==> config.mk <==
export PLATFORM = sky130hd
export DESIGN_NAME = imm_pack
export DESIGN_NICKNAME = d
export VERILOG_FILES = /design/src/rtl/imm_pack_pkg.sv /design/src/rtl/imm_pack_core.sv /design/src/rtl/imm_pack.sv
export SDC_FILE = /design/constraint.sdc
export NUM_CORES = 1
export LEC_CHECK = 0
export ABC_CLOCK_PERIOD_IN_PS = 2350
export CORE_ASPECT_RATIO = 1.25
export CORE_MARGIN = 2
export CORE_UTILIZATION = 25
export CTS_BUF_LIST = sky130_fd_sc_hd__clkbuf_4 sky130_fd_sc_hd__clkbuf_8
export DETAILED_ROUTE_END_ITERATION = 6
export PLACE_DENSITY = 0.48
export SLEW_MARGIN = 10
export SYNTH_ARGS = -nofsm -noshare
export SYNTH_HDL_FRONTEND = slang
export SYNTH_SLANG_ARGS = --single-unit
==> constraint.sdc <==
create_clock -name clk -period 2.35 [get_ports clk]
set_input_delay 0.705 -clock clk [delete_from_list [all_inputs] [get_ports clk]]
set_output_delay 0.705 -clock clk [all_outputs]
set_load 0.01 [all_outputs]
==> src/rtl/imm_pack_pkg.sv <==
// imm_pack_pkg: immediate field kinds, widths and the fit test shared by packer and sign-extender
package imm_pack_pkg;
  localparam logic [1:0] KIND_BR = 2'd0;
  localparam logic [1:0] KIND_LS = 2'd1;
  localparam logic [1:0] KIND_ALU = 2'd2;
  localparam logic [1:0] KIND_RSV = 2'd3;
  localparam int FIELD_W = 24;
  localparam int BR_W = 24;
  localparam int LS_W = 12;
  localparam int ALU_W = 8;
  typedef struct packed {
    logic [FIELD_W-1:0] field;
    logic fit;
    logic [1:0] kind;
  } beat_t;
  // true when v[31:lsb] are all copies of the sign bit
  function automatic logic fits(input logic [31:0] v, input int lsb);
    logic [31:0] t;
    t = $signed(v) >>> lsb;
    return &t | ~|t;
  endfunction
endpackage

==> src/rtl/imm_pack_core.sv <==
// imm_pack_core: combinational (kind, value) -> (field, fit) immediate packer
module imm_pack_core
  import imm_pack_pkg::*;
(
  input  logic [1:0]         kind,
  input  logic [31:0]        value,
  output logic [FIELD_W-1:0] field,
  output logic               fit
);
  logic s;
  assign s = value[31];
  always_comb begin
    field = kind == KIND_BR ? value[FIELD_W-1:0] :
            kind == KIND_LS ? {{(FIELD_W-LS_W){s}}, value[LS_W-1:0]} :
            kind == KIND_ALU ? {{(FIELD_W-ALU_W){s}}, value[ALU_W-1:0]} : '0;
    fit = kind == KIND_BR ? fits(value, BR_W-1) :
          kind == KIND_LS ? fits(value, LS_W) :
          kind == KIND_ALU ? fits(value, ALU_W) : 1'b0;
  end
endmodule

==> src/rtl/imm_pack.sv <==
// imm_pack: streaming immediate packer with output register, skid buffer and misfit counter
module imm_pack
  import imm_pack_pkg::*;
#(
  parameter int CNT_W = 16
) (
  input  logic                clk,
  input  logic                rst,
  input  logic                in_valid,
  output logic                in_ready,
  input  logic [1:0]          in_kind,
  input  logic [31:0]         in_value,
  output logic                out_valid,
  input  logic                out_ready,
  output logic [FIELD_W-1:0]  out_field,
  output logic                out_fit,
  output logic [1:0]          out_kind,
  input  logic                cnt_clr,
  output logic [CNT_W-1:0]    misfit_cnt
);
  logic [FIELD_W-1:0] core_field;
  logic core_fit;
  beat_t in_beat, out_q, skid_q;
  logic skid_valid;
  logic acc, load_out;
  imm_pack_core u_core (
    .kind(in_kind),
    .value(in_value),
    .field(core_field),
    .fit(core_fit)
  );
  assign in_beat = '{field: core_field, fit: core_fit, kind: in_kind};
  assign acc = in_valid & in_ready;
  assign load_out = !out_valid | out_ready;
  assign out_field = out_q.field;
  assign out_fit = out_q.fit;
  assign out_kind = out_q.kind;
  // skid can only be full while in_ready is low, so a drain never coincides with skid + new beat
  always_ff @(posedge clk) begin
    if (rst) begin
      out_valid <= 1'b0;
      out_q <= '0;
      skid_q <= '0;
      skid_valid <= 1'b0;
      in_ready <= 1'b1;
      misfit_cnt <= '0;
    end else begin
      if (load_out) begin
        out_valid <= skid_valid | acc;
        if (skid_valid) out_q <= skid_q;
        else if (acc) out_q <= in_beat;
        skid_valid <= 1'b0;
        in_ready <= 1'b1;
      end else if (acc) begin
        skid_q <= in_beat;
        skid_valid <= 1'b1;
        in_ready <= 1'b0;
      end
      misfit_cnt <= cnt_clr ? '0 :
                    (acc & !in_beat.fit & ~&misfit_cnt) ? misfit_cnt + 1'b1 : misfit_cnt;
    end
  end
endmodule

==> results.py <==
metrics = {
    "synthesis": {
        "synth_edf_count": 0,
        "synth_seq_cells": 73,
        "async_flop_share_pct": 0,
        "yosysWarnings": 0,
        "netlist_top_cells_area": "dfxtp_1, nand2_1, a21oi_1",
        "yosysTopAreaCell": "dfxtp_1",
        "synth_cells": 438,
        "avgSynthCellArea_um2": 7.71,
        "synth.yosys.seq_area_share_pct": 43.3,
        "synth_top_cell_area_share_pct": 43.3,
        "most_used_flip_flop_cell_after_synthesis": "dfxtp_1",
        "post_synth_num_cell_types": 40,
        "synthesis.nets": 478,
        "total_standard_cell_area_after_synthesis_mm2": 0.00338,
    },
    "global_route": {
        "grt_first_pass_wirelength_um": 16300,
        "grt-ovfl-total": 0,
        "vias_in_the_first_global_route": 3413,
        "grt_usage_pct": 14.1,
        "antenna_found_initial": 1,
        "grt_start_max_net_pins": 58,
    },
    "routing": {
        "ant_nets": 0,
        "drc": 0,
        "drt-total-wl_um": 10100,
        "route.vias.total": 3458,
        "avgRoutedWirePerCell_um": 13.8,
        "drt_pass1_iterations": 5,
        "drt_first_iter_violations": 175,
        "post_drt_via_cell_ratio": 4.74,
    },
    "worst_setup_path": {
        "timing.critical_path.from_type": "input pin",
        "timing.critical_path.fanout_max": 3,
        "crit_path_end_kind": "flip-flop",
        "path_class": "input pin to flip-flop",
        "crit_required_ns": 2.60,
        "worst_ep_arrival_time_ns": 2.47,
    },
    "timing": {
        "fmax_mhz": 449,
        "final_min_period_over_clock_period_pct": 94.8,
        "final_max_slew_viol_count": 0,
        "setup_viol": 0,
        "worst_clock_skew_ns": 0.0111,
        "final-hold-violation-count": 0,
        "timing.final.crit_period_ns": 2.23,
        "unrepaired_setup_endpoints_after_global_routing": "false",
        "setup_slack_ns": 0.123,
        "pin_slew_with_the_least_headroom_to_its_limit_ns": 0.627,
        "slew_headroom_pct": 58.2,
    },
    "floorplanning": {
        "die-width_um": 108,
        "initial_utilization_pct": 25.5,
        "die_outline_height_um": 134,
        "standard_cell_core_area_mm2": 0.0132,
        "die-area_mm2": 0.0145,
        "ioPinCount": 84,
        "core.rowCount": 47,
    },
    "placed_design": {
        "dpl_worst_slack_ns": -0.509,
        "detailed_placer_s_ending_hpwl_um": 7230,
        "number_of_placed_cells_counting_well_taps": 711,
        "placement.io_buffers": 83,
        "globalplace.congestion": 0.852,
    },
    "power_and_ir_drop": {
        "combinationalPowerShare_pct": 15.6,
        "internal_cell_power_mw": 2.13,
        "leakagePower_nw": 1.99,
        "power.share.sequential_pct": 45.1,
        "maximum_vdd_drop_mv": 0.245,
        "power-per-cell-area_mw_per_mm2": 571,
        "power.switching_mw": 0.782,
        "power.switching_fraction_pct": 26.9,
        "clockPowerShare_pct": 39.3,
    },
    "clocking": {
        "reg_clk_slew_reported_paths_ns": 0.08,
        "clock_insertion_delay_worst_skew_ns": 0.37,
        "clock_sink_count": 73,
        "h-tree-depth": 3,
        "clk_root_buffer_cell": "clkbuf_8",
        "ctsLongestPathBuffers": 2,
        "clock_buffer_count_from_cts": 9,
        "cts_tree": "yes",
    },
    "outcome": {
        "run_status": "completed",
    },
    "final_layout": {
        "synthToLayoutAreaGrowth_pct": 50.9,
        "drive_gt1_share_pct": 17.2,
        "final-instance-count-excl-fill": 730,
        "num-nets-final": 593,
        "layout.filler_cells": 1411,
    },
    "run": {
        "drv.max_cap_violation_count": 0,
    },
    "hold_path": {
        "worstHoldPathType": "flip-flop to flip-flop",
    },
}
==> stage by stage <==
| step | hold WS [ns] | TNS (ns) | instance area [µm²] | utilization, % | power (mW) |
|---|---|---|---|---|---|
| global route | 0.478 | 0 | 5090 | 38.5 | 3.05 |
| CTS | 0.458 | 0 | 4960 | 37.5 | 2.96 |
| floorplan | 0.436 | 0 | 3380 | - | 1.53 |
| global placement | 0.442 | -12.21 | 4710 | 35.6 | 1.79 |
| finish | 0.452 | 0 | 5090 | 38.5 | 2.91 |
| detailed placement | 0.446 | -12.02 | 4710 | 35.6 | 1.80 |
==> registers in the layout, indices dropped and copies added, names as in the netlist <==
register,count
in_ready,1
misfit_cnt,16
out_field,24
out_fit,1
out_kind,2
out_valid,1
skid_q,27
skid_valid,1
==> what timing repair did <==
item                                    4_1_cts  5_1_grt
resized for setup                            11       33
pin swaps                                     3        4
setup buffers                                 0        2
hold buffers                                  0        0
endpoints found under the setup margin       10       10
gates cloned                                  0        0
==> routing by layer <==
layer  share of wire, %  routed length (µm)  track usage, %  vias to the layer above
li1                   -                   -               -                     1758
met1                 45                4500            17.1                     1605
met2                 49                4920            24.4                       85
met3                4.8                 483            3.16                       10
met4                1.6                 158            5.20                        0
met5                  0                   0               0                        -
==> cell type report <==
cell class                 instances  area, µm²  area share, %
sequential                        73       1460           28.7
timing repair buffer             134       1320           25.9
tap                              171        214           4.20
inverter                           7       26.3          0.516
multi-input combinational        328       1850           36.2
antenna                            1       2.50         0.0491
clock buffer                       9        124           2.43
clock inverter                     7        103           2.01
==> power by group through the flow <==
stage / sequential (mW) / combinational (mW) / clock, mW
after CTS: 1.31 / 0.459 / 1.18
after global routing: 1.32 / 0.498 / 1.23
after global placement: 1.34 / 0.453 / 0
after floorplan: 1.35 / 0.174 / 0
after detailed placement: 1.34 / 0.455 / 0
final: 1.31 / 0.452 / 1.14
==> logic make-up (layout without fill, tap and decap cells) <==
logic type,count (synthesis),count (layout),synth area share [%]
fa+ha+maj,1,1,0.371
other cells,0,1,0
xor+xnor,8,8,2.08
flops,73,73,43.3
compound gates,113,113,19.4
simple gates,202,202,29.1
buf+inv,37,157,4.56
mux,4,4,1.19
==> synthesized netlist by cell type (3+ instances only) <==
cell type	number
and3_1	3
clkbuf_1	24
or3_1	5
mux2i_1	4
a211oi_1	18
nor4_2	3
xnor2_1	4
nand2_1	87
o21ai_0	29
nand3_1	17
buf_1	4
inv_1	7
nor2_1	48
a21oi_1	49
nor3_1	4
nand4_1	14
o211ai_1	8
dfxtp_1	73
and4_1	4
xor2_1	4
==> cells in the final DEF, fill, tap and decap left out, types with 4 or more instances in the layout <==
master and instances:
nand2_1 85, dfxtp_1 73, clkdlybuf4s50_1 56, a21oi_1 49, buf_4 46, nor2_1 45, o21ai_0 29, dlymetal6s2s_1 23
a211oi_1 18, nand3_1 17, nand4_1 14, clkbuf_8 9, o211ai_1 8, inv_1 7, or3_1 5, mux2i_1 4
xor2_1 4, xnor2_1 4, buf_12 4
==> worst paths after layout <==
| path | slack [ns] | start | end | depth (start not counted) |
|---|---|---|---|---|
| worst max register to register | 0.23 | misfit_cnt[10] | misfit_cnt[6] | 7 |
| worst min-delay path | 0.45 | out_field[9] | out_field[9] | 2 |
| worst max-delay path | 0.12 | in_valid | misfit_cnt[6] | 7 |
| worst min register to register | 0.45 | out_field[9] | out_field[9] | 2 |
==> critical path, stage by stage <==
cell and delay [ns]:
clkdlybuf4s50_1 0.50, nand2_2 0.11, a31oi_4 0.19, nand4_1 0.19, or4_4 0.58, xor2_1 0.14
nor2_1 0.05
(Power assumes the default switching activity.)
